--- config.mk ---
export PLATFORM = sky130hd
export DESIGN_NAME = alu_operand_stage
export DESIGN_NICKNAME = d
export VERILOG_FILES = /design/src/rtl/alu_operand_stage.sv
export SDC_FILE = /design/constraint.sdc
export NUM_CORES = 1
export LEC_CHECK = 0
export ABC_CLOCK_PERIOD_IN_PS = 4300
export CORE_ASPECT_RATIO = 0.5
export CORE_MARGIN = 10
export CORE_UTILIZATION = 40
export CTS_CLUSTER_SIZE = 10
export DETAILED_ROUTE_END_ITERATION = 8
export PLACE_DENSITY = 0.77
export SKIP_LAST_GASP = 1
export SLEW_MARGIN = 10
export SYNTH_ARGS = -nofsm -noshare
export SYNTH_HDL_FRONTEND = slang
export SYNTH_SLANG_ARGS = --single-unit
--- constraint.sdc ---
create_clock -name clk -period 4.3 [get_ports clk]
set_clock_uncertainty 0.15 [all_clocks]
set_input_delay 0.86 -clock clk [delete_from_list [all_inputs] [get_ports clk]]
set_output_delay 0.86 -clock clk [all_outputs]
set_load 0.005 [all_outputs]
--- src/rtl/alu_operand_stage.sv ---
// Forms ALU A/B/op from register reads, immediate and forwarding; 2-entry skid buffer (HEAD/SKID).
// Latency 1 cycle push-to-out_valid; in_ready registered as !SKID valid, so a stalled ALU costs no throughput.
// Optional forwarding mux enabled by defining ALU_OPSTAGE_FWD_EN; flush drops both entries and any same-cycle push.
module alu_operand_stage #(
  parameter int WIDTH = 16,
  parameter int IMM_W = 6
) (
  input  logic             clk,
  input  logic             rst_n,
  input  logic             in_valid,
  output logic             in_ready,
  input  logic [WIDTH-1:0] rs_data,
  input  logic [WIDTH-1:0] rt_data,
  input  logic [IMM_W-1:0] imm,
  input  logic [1:0]       b_sel,
  input  logic [2:0]       op,
  input  logic             fwd_a,
  input  logic             fwd_b,
  input  logic [WIDTH-1:0] fwd_data,
  input  logic             flush,
  output logic [WIDTH-1:0] a,
  output logic [WIDTH-1:0] b,
  output logic [2:0]       alu_op,
  output logic             out_valid,
  input  logic             out_ready
);

  typedef struct packed {
    logic [WIDTH-1:0] a;
    logic [WIDTH-1:0] b;
    logic [2:0]       op;
  } entry_t;

  // Encoding is {HEAD valid, SKID valid} so out_valid comes straight off a flop.
  typedef enum logic [1:0] {
    EMPTY = 2'b00,
    ONE   = 2'b10,
    FULL  = 2'b11
  } state_t;

  state_t           state_q, state_d;
  entry_t           head_q, head_d, skid_q, skid_d, new_entry;
  logic             in_ready_q;
  logic [WIDTH-1:0] b_base;
  logic             push, pop;

  always_comb begin
    b_base = rt_data;
    case (b_sel)
      2'b00:   b_base = rt_data;
      2'b01:   b_base = {{(WIDTH-IMM_W){imm[IMM_W-1]}}, imm};
      2'b10:   b_base = {{(WIDTH-IMM_W){1'b0}}, imm};
      default: b_base = {{(WIDTH-1){1'b0}}, 1'b1};
    endcase
  end

`ifdef ALU_OPSTAGE_FWD_EN
  assign new_entry.a  = fwd_a ? fwd_data : rs_data;
  assign new_entry.b  = fwd_b ? fwd_data : b_base;
`else
  logic unused_fwd;
  assign unused_fwd   = ^{fwd_a, fwd_b, fwd_data};
  assign new_entry.a  = rs_data;
  assign new_entry.b  = b_base;
`endif
  assign new_entry.op = op;

  assign push = in_valid & in_ready_q;
  assign pop  = state_q[1] & out_ready;

  always_comb begin
    state_d = state_q;
    head_d  = head_q;
    skid_d  = skid_q;
    if (flush) begin
      state_d = EMPTY;
    end else begin
      case (state_q)
        EMPTY: begin
          if (push) begin
            state_d = ONE;
            head_d  = new_entry;
          end
        end
        ONE: begin
          if (push && pop) begin
            head_d = new_entry;
          end else if (push) begin
            state_d = FULL;
            skid_d  = new_entry;
          end else if (pop) begin
            state_d = EMPTY;
          end
        end
        FULL: begin
          if (pop) begin
            state_d = ONE;
            head_d  = skid_q;
          end
        end
        default: state_d = EMPTY;
      endcase
    end
  end

  always_ff @(posedge clk) begin
    if (!rst_n) begin
      state_q    <= EMPTY;
      head_q     <= '0;
      skid_q     <= '0;
      in_ready_q <= 1'b0;
    end else begin
      state_q    <= state_d;
      head_q     <= head_d;
      skid_q     <= skid_d;
      in_ready_q <= ~state_d[0];
    end
  end

  assign in_ready  = in_ready_q;
  assign out_valid = state_q[1];
  assign a         = head_q.a;
  assign b         = head_q.b;
  assign alu_op    = head_q.op;

endmodule
* Word level (Yosys, flattened, before mapping)
Cells that the tools add are included.
** Word-level totals
- Logic and storage cells :: 44
- Register bits :: 73
** Cells by class
- Bitwise operators :: 6
- Reductions and logical operators :: 8
- Equality and inequality tests :: 9
- Multiplexer cells :: 12
** Operators with widths (number)
- 35-bit two-way mux :: 3
- 35-bit case mux with 3 select lines :: 1
- 16-bit case mux with 3 select lines :: 1
- 2-bit two-way mux :: 5
- 2-bit != test (second input constant) :: 4
- 4-bit AND reduction :: 2
- 2-bit == test (second input constant) :: 3
- 2-bit case mux with 3 select lines :: 1
- 5-bit AND reduction :: 1
- 2-bit logical NOT :: 2
- 1-bit NOT :: 4
- 3-bit != test (second input constant) :: 1
- 3-bit nonzero test :: 1
- 1-bit AND :: 2
- 2-bit by 1-bit == test with 1-bit output (second input constant) :: 1
- 2-bit OR reduction :: 1
- 1-bit logical AND :: 1
- 1-bit two-way mux :: 1

* Longest topological paths before layout
- Depth after elaboration :: 7
- Gate-level depth with buffers :: 5
- Mapped depth without buffers :: 3

* Worst setup path after synthesis
OpenSTA, ideal clock, no wires.
- Path type :: input to register
- Start :: in b_sel[0]
- End :: reg head_q (netlist bit b[10])
- Setup time :: 0.142 ns
- Data required time :: 4.008 ns
- Path slack :: 2.310 ns
- Stages :: 5
- Path buffers :: 2
- Data arrival time :: 1.698 ns
- Path through :: buf_6 buf_6 mux2_2 a22oi_1 a211oi_2
** On the way
- Cells in the longest elaborated chain, start to end :: 4
** Ends and longest elaborated chain
- from (decl) :: line 15 : input logic [1:0] b_sel,
- 2-bit == test, or another cell as far along :: line 49 : case (b_sel)
- 16-bit case mux with 3 select lines * :: line 49
- 35-bit two-way mux, on equally long branches :: line 86, 80
- 35-bit case mux with 3 select lines * :: line 78 : case (state_q)
- to (signal assigned) :: line 109 : head_q <= '0;
- to (signal assigned) :: line 114 : head_q <= head_d;
- to (decl) :: line 42 : entry_t head_q, head_d, skid_q, skid_d, new_entry;
Every way passes the cells marked *; elsewhere a longest branch is shown, timed or not. The select of a mux whose other input is x is not followed.
A chain may end at the register's enable or synchronous reset.

* Final worst setup path
- Start :: in b_sel[0]
- End :: reg head_q (netlist bit b[4])
Same word-level chain as after synthesis.

==> run metrics <==
wl on met1=about 4700 um; Nets=approximately 530; gpl congestion=roughly 0.78; Period minus WS final=approximately 2.7 ns; Worst setup EP type=flop; Total GRT Usage=0.159; CP arrival=roughly 2.8 ns; number of buffers added for setup after CTS=0; layout cell share with drive strength beyond 1=0.155; area delta synth->final=28.0%; CTS buffer count=9; mapped cell area=roughly 3800 sq um; total iterations of the first detailed-routing run=5; Ports=103; WS Path Type=primary input to flop; Final ANT Viol Nets=0; status=finished clean; CTS tree=done; PwrDens=roughly 340 nW/um^2; clock-pin slew on the worst setup and hold paths=around 0.06 ns; WP data required=around 4.4 ns; Post-Synthesis Cells=411; die width=158 um; post-synthesis sequential area ratio=0.384; Die Ht=about 89 um; FP Rows=25; setup TNS=0 ns; maximum clock insertion buffer count=2; Setup violations, final=0; Resized cells post-CTS=0; Avg Cell Area, Syn=a little over 9 sq um; EDFF count, synth=0; Total Wirelength=between 10000 and 15000 um; antenna violations before repair=0; hold buffer count at CTS=0; Final Max Tran Viols=0; ys async rst share=0; Worst-Margin Slew=0.901 ns; worst min path class=flop to flop; first-pass GRT wire length=~18000 um; buffer type at the clock tree root=clkbuf_16; metal3 WL=just under 800 um; period utilization=0.625; ys flop type=dfxtp_1; unrepaired setup endpoints after global routing=no; Sink Count=73; routed vias=about 3600; Net Count, Synth=477; Fmax=around 370 MHz; DIE AREA=approximately 14000 sq um; clk_lat worst skew=0.33 ns; Max Cap Viol=0; Cell variety after synth=47; DR top layer=met4; WHS=0.320 ns; core area=roughly 9400 sq um; final hold violations=0; diode count=0; initial core utilization=0.407; HPWL Detailed=between 7000 and 8000 um; number of cells in the finished layout apart from fillers=between 500 and 600; average wire per standard cell=19.4 um; Max Fanout on Critical Path=18; placed insts=577; worst vdd ir=around 150 uV; Leak=approximately 1.6 nW; drt drc=0; Ys Warns=0; Worst slew margin=0.399; Critical Path Source Type=primary input; number of vias per cell=around 6; largest net degree at the start of global routing=35; metal2 WL=between 5000 and 6000 um; Port Buffers=84; vias in the first global route=~3500; gr ovfl total=0; Filler cells=roughly 810; Synth Register Bits=73; Final Power=0.00167 W; Final Util=0.521; 1st-iter DRT viols=a little over 300; CTS H-tree lvls=3
==> kinds of logic after synthesis <==
group,synth area share
XOR/XNOR,0.00427
buffers and inverters,0.0857
AO/OA/AOI/OAI,0.341
flip-flops,0.384
multiplexers,0.0404
AND/OR/NAND/NOR,0.145
==> routing by layer <==
metal,track usage,up-vias
li1,-,1692
met1,0.190,1746
met2,0.283,129
met3,0.0389,15
met4,0.0368,0
met5,0,-
==> path summary, 6_finish.rpt <==
kind | from | end | slack, ns | cells past startpoint
hold reg to reg | skid_q[3] | skid_q[3] | 0.32 | 2
setup reg to reg | state_q[1] | a[5] | 1.87 | 4
hold / removal | skid_q[3] | skid_q[3] | 0.32 | 2
setup / recovery | b_sel[0] | b[4] | 1.61 | 4
==> cell usage after synthesis, types with 2 or more instances <==
library cell | instances | area [sq um]
dfxtp_1 | 73 | 1460
a21o_1 | 5 | 37.5
nand2_1 | 48 | 180
nand2b_1 | 4 | 25.0
buf_2 | 27 | 135
mux2i_1 | 3 | 30.0
a211oi_1 | 4 | 30.0
o21ai_1 | 29 | 145
a311oi_2 | 16 | 240
nor2_1 | 3 | 11.3
and2_1 | 2 | 12.5
a21oi_1 | 37 | 185
buf_6 | 10 | 113
buf_1 | 2 | 7.51
mux2_2 | 11 | 124
o211ai_1 | 3 | 22.5
o32ai_1 | 4 | 35.0
a211oi_2 | 10 | 125
nand3_1 | 21 | 105
a41oi_1 | 29 | 254
nand4b_1 | 10 | 87.6
a311oi_1 | 3 | 26.3
o22ai_1 | 2 | 12.5
nor3b_1 | 2 | 15.0
nor3_1 | 2 | 10.0
o221a_1 | 5 | 56.3
inv_1 | 6 | 22.5
a22oi_1 | 10 | 75.1
o221ai_1 | 2 | 17.5
clkbuf_1 | 11 | 41.3
==> layout by cell type (no fill, tap or decap), types with 9 or more instances in the layout <==
cell             instances
clkdlybuf4s50_1         84
dfxtp_1                 73
nand2_1                 48
a21oi_1                 37
o21ai_1                 29
a41oi_1                 29
nand3_1                 21
a311oi_2                16
buf_4                   12
mux2_2                  11
nand4b_1                10
a22oi_1                 10
a211oi_2                10
clkbuf_16                9
==> report_power, final <==
| group | switching, W | internal, W | leakage [nW] |
|---|---|---|---|
| registers | 0.0000117 | 0.000694 | 0.592 |
| clock network | 0.000285 | 0.000449 | 0.139 |
| logic | 0.000113 | 0.000118 | 0.833 |
| total | 0.000410 | 0.00126 | 1.57 |
==> registers in the layout, indices dropped and copies added, names as in the netlist <==
| register | count |
|---|---|
| a | 16 |
| in_ready | 1 |
| alu_op | 3 |
| skid_q | 35 |
| b | 16 |
| state_q | 2 |
==> cell type report <==
type,instances,area [sq um],share of cell area
Inverter,6,22.5,0.00462
Timing Repair Buffer,96,931,0.191
Clock buffer,11,233,0.0477
Multi-Input combinational cell,281,2020,0.415
Clock inverter,5,56.3,0.0115
Sequential cell,73,1460,0.300
Tap cell,121,151,0.0310
==> critical path, cell delays in order <==
cell and delay, ns:
clkdlybuf4s50_1 0.82, nand2b_1 0.49, o221a_1 0.34, o32ai_1 0.26
==> through the flow <==
stage               cell area, sq um  setup WS (ns)
detailed placement              4590           1.28
CTS                             4880           1.62
global route                    4880           1.47
global placement                4590           1.37
floorplan                       3810           2.31
finish                          4880           1.61
Note: power is estimated with default switching activity, not from simulation.
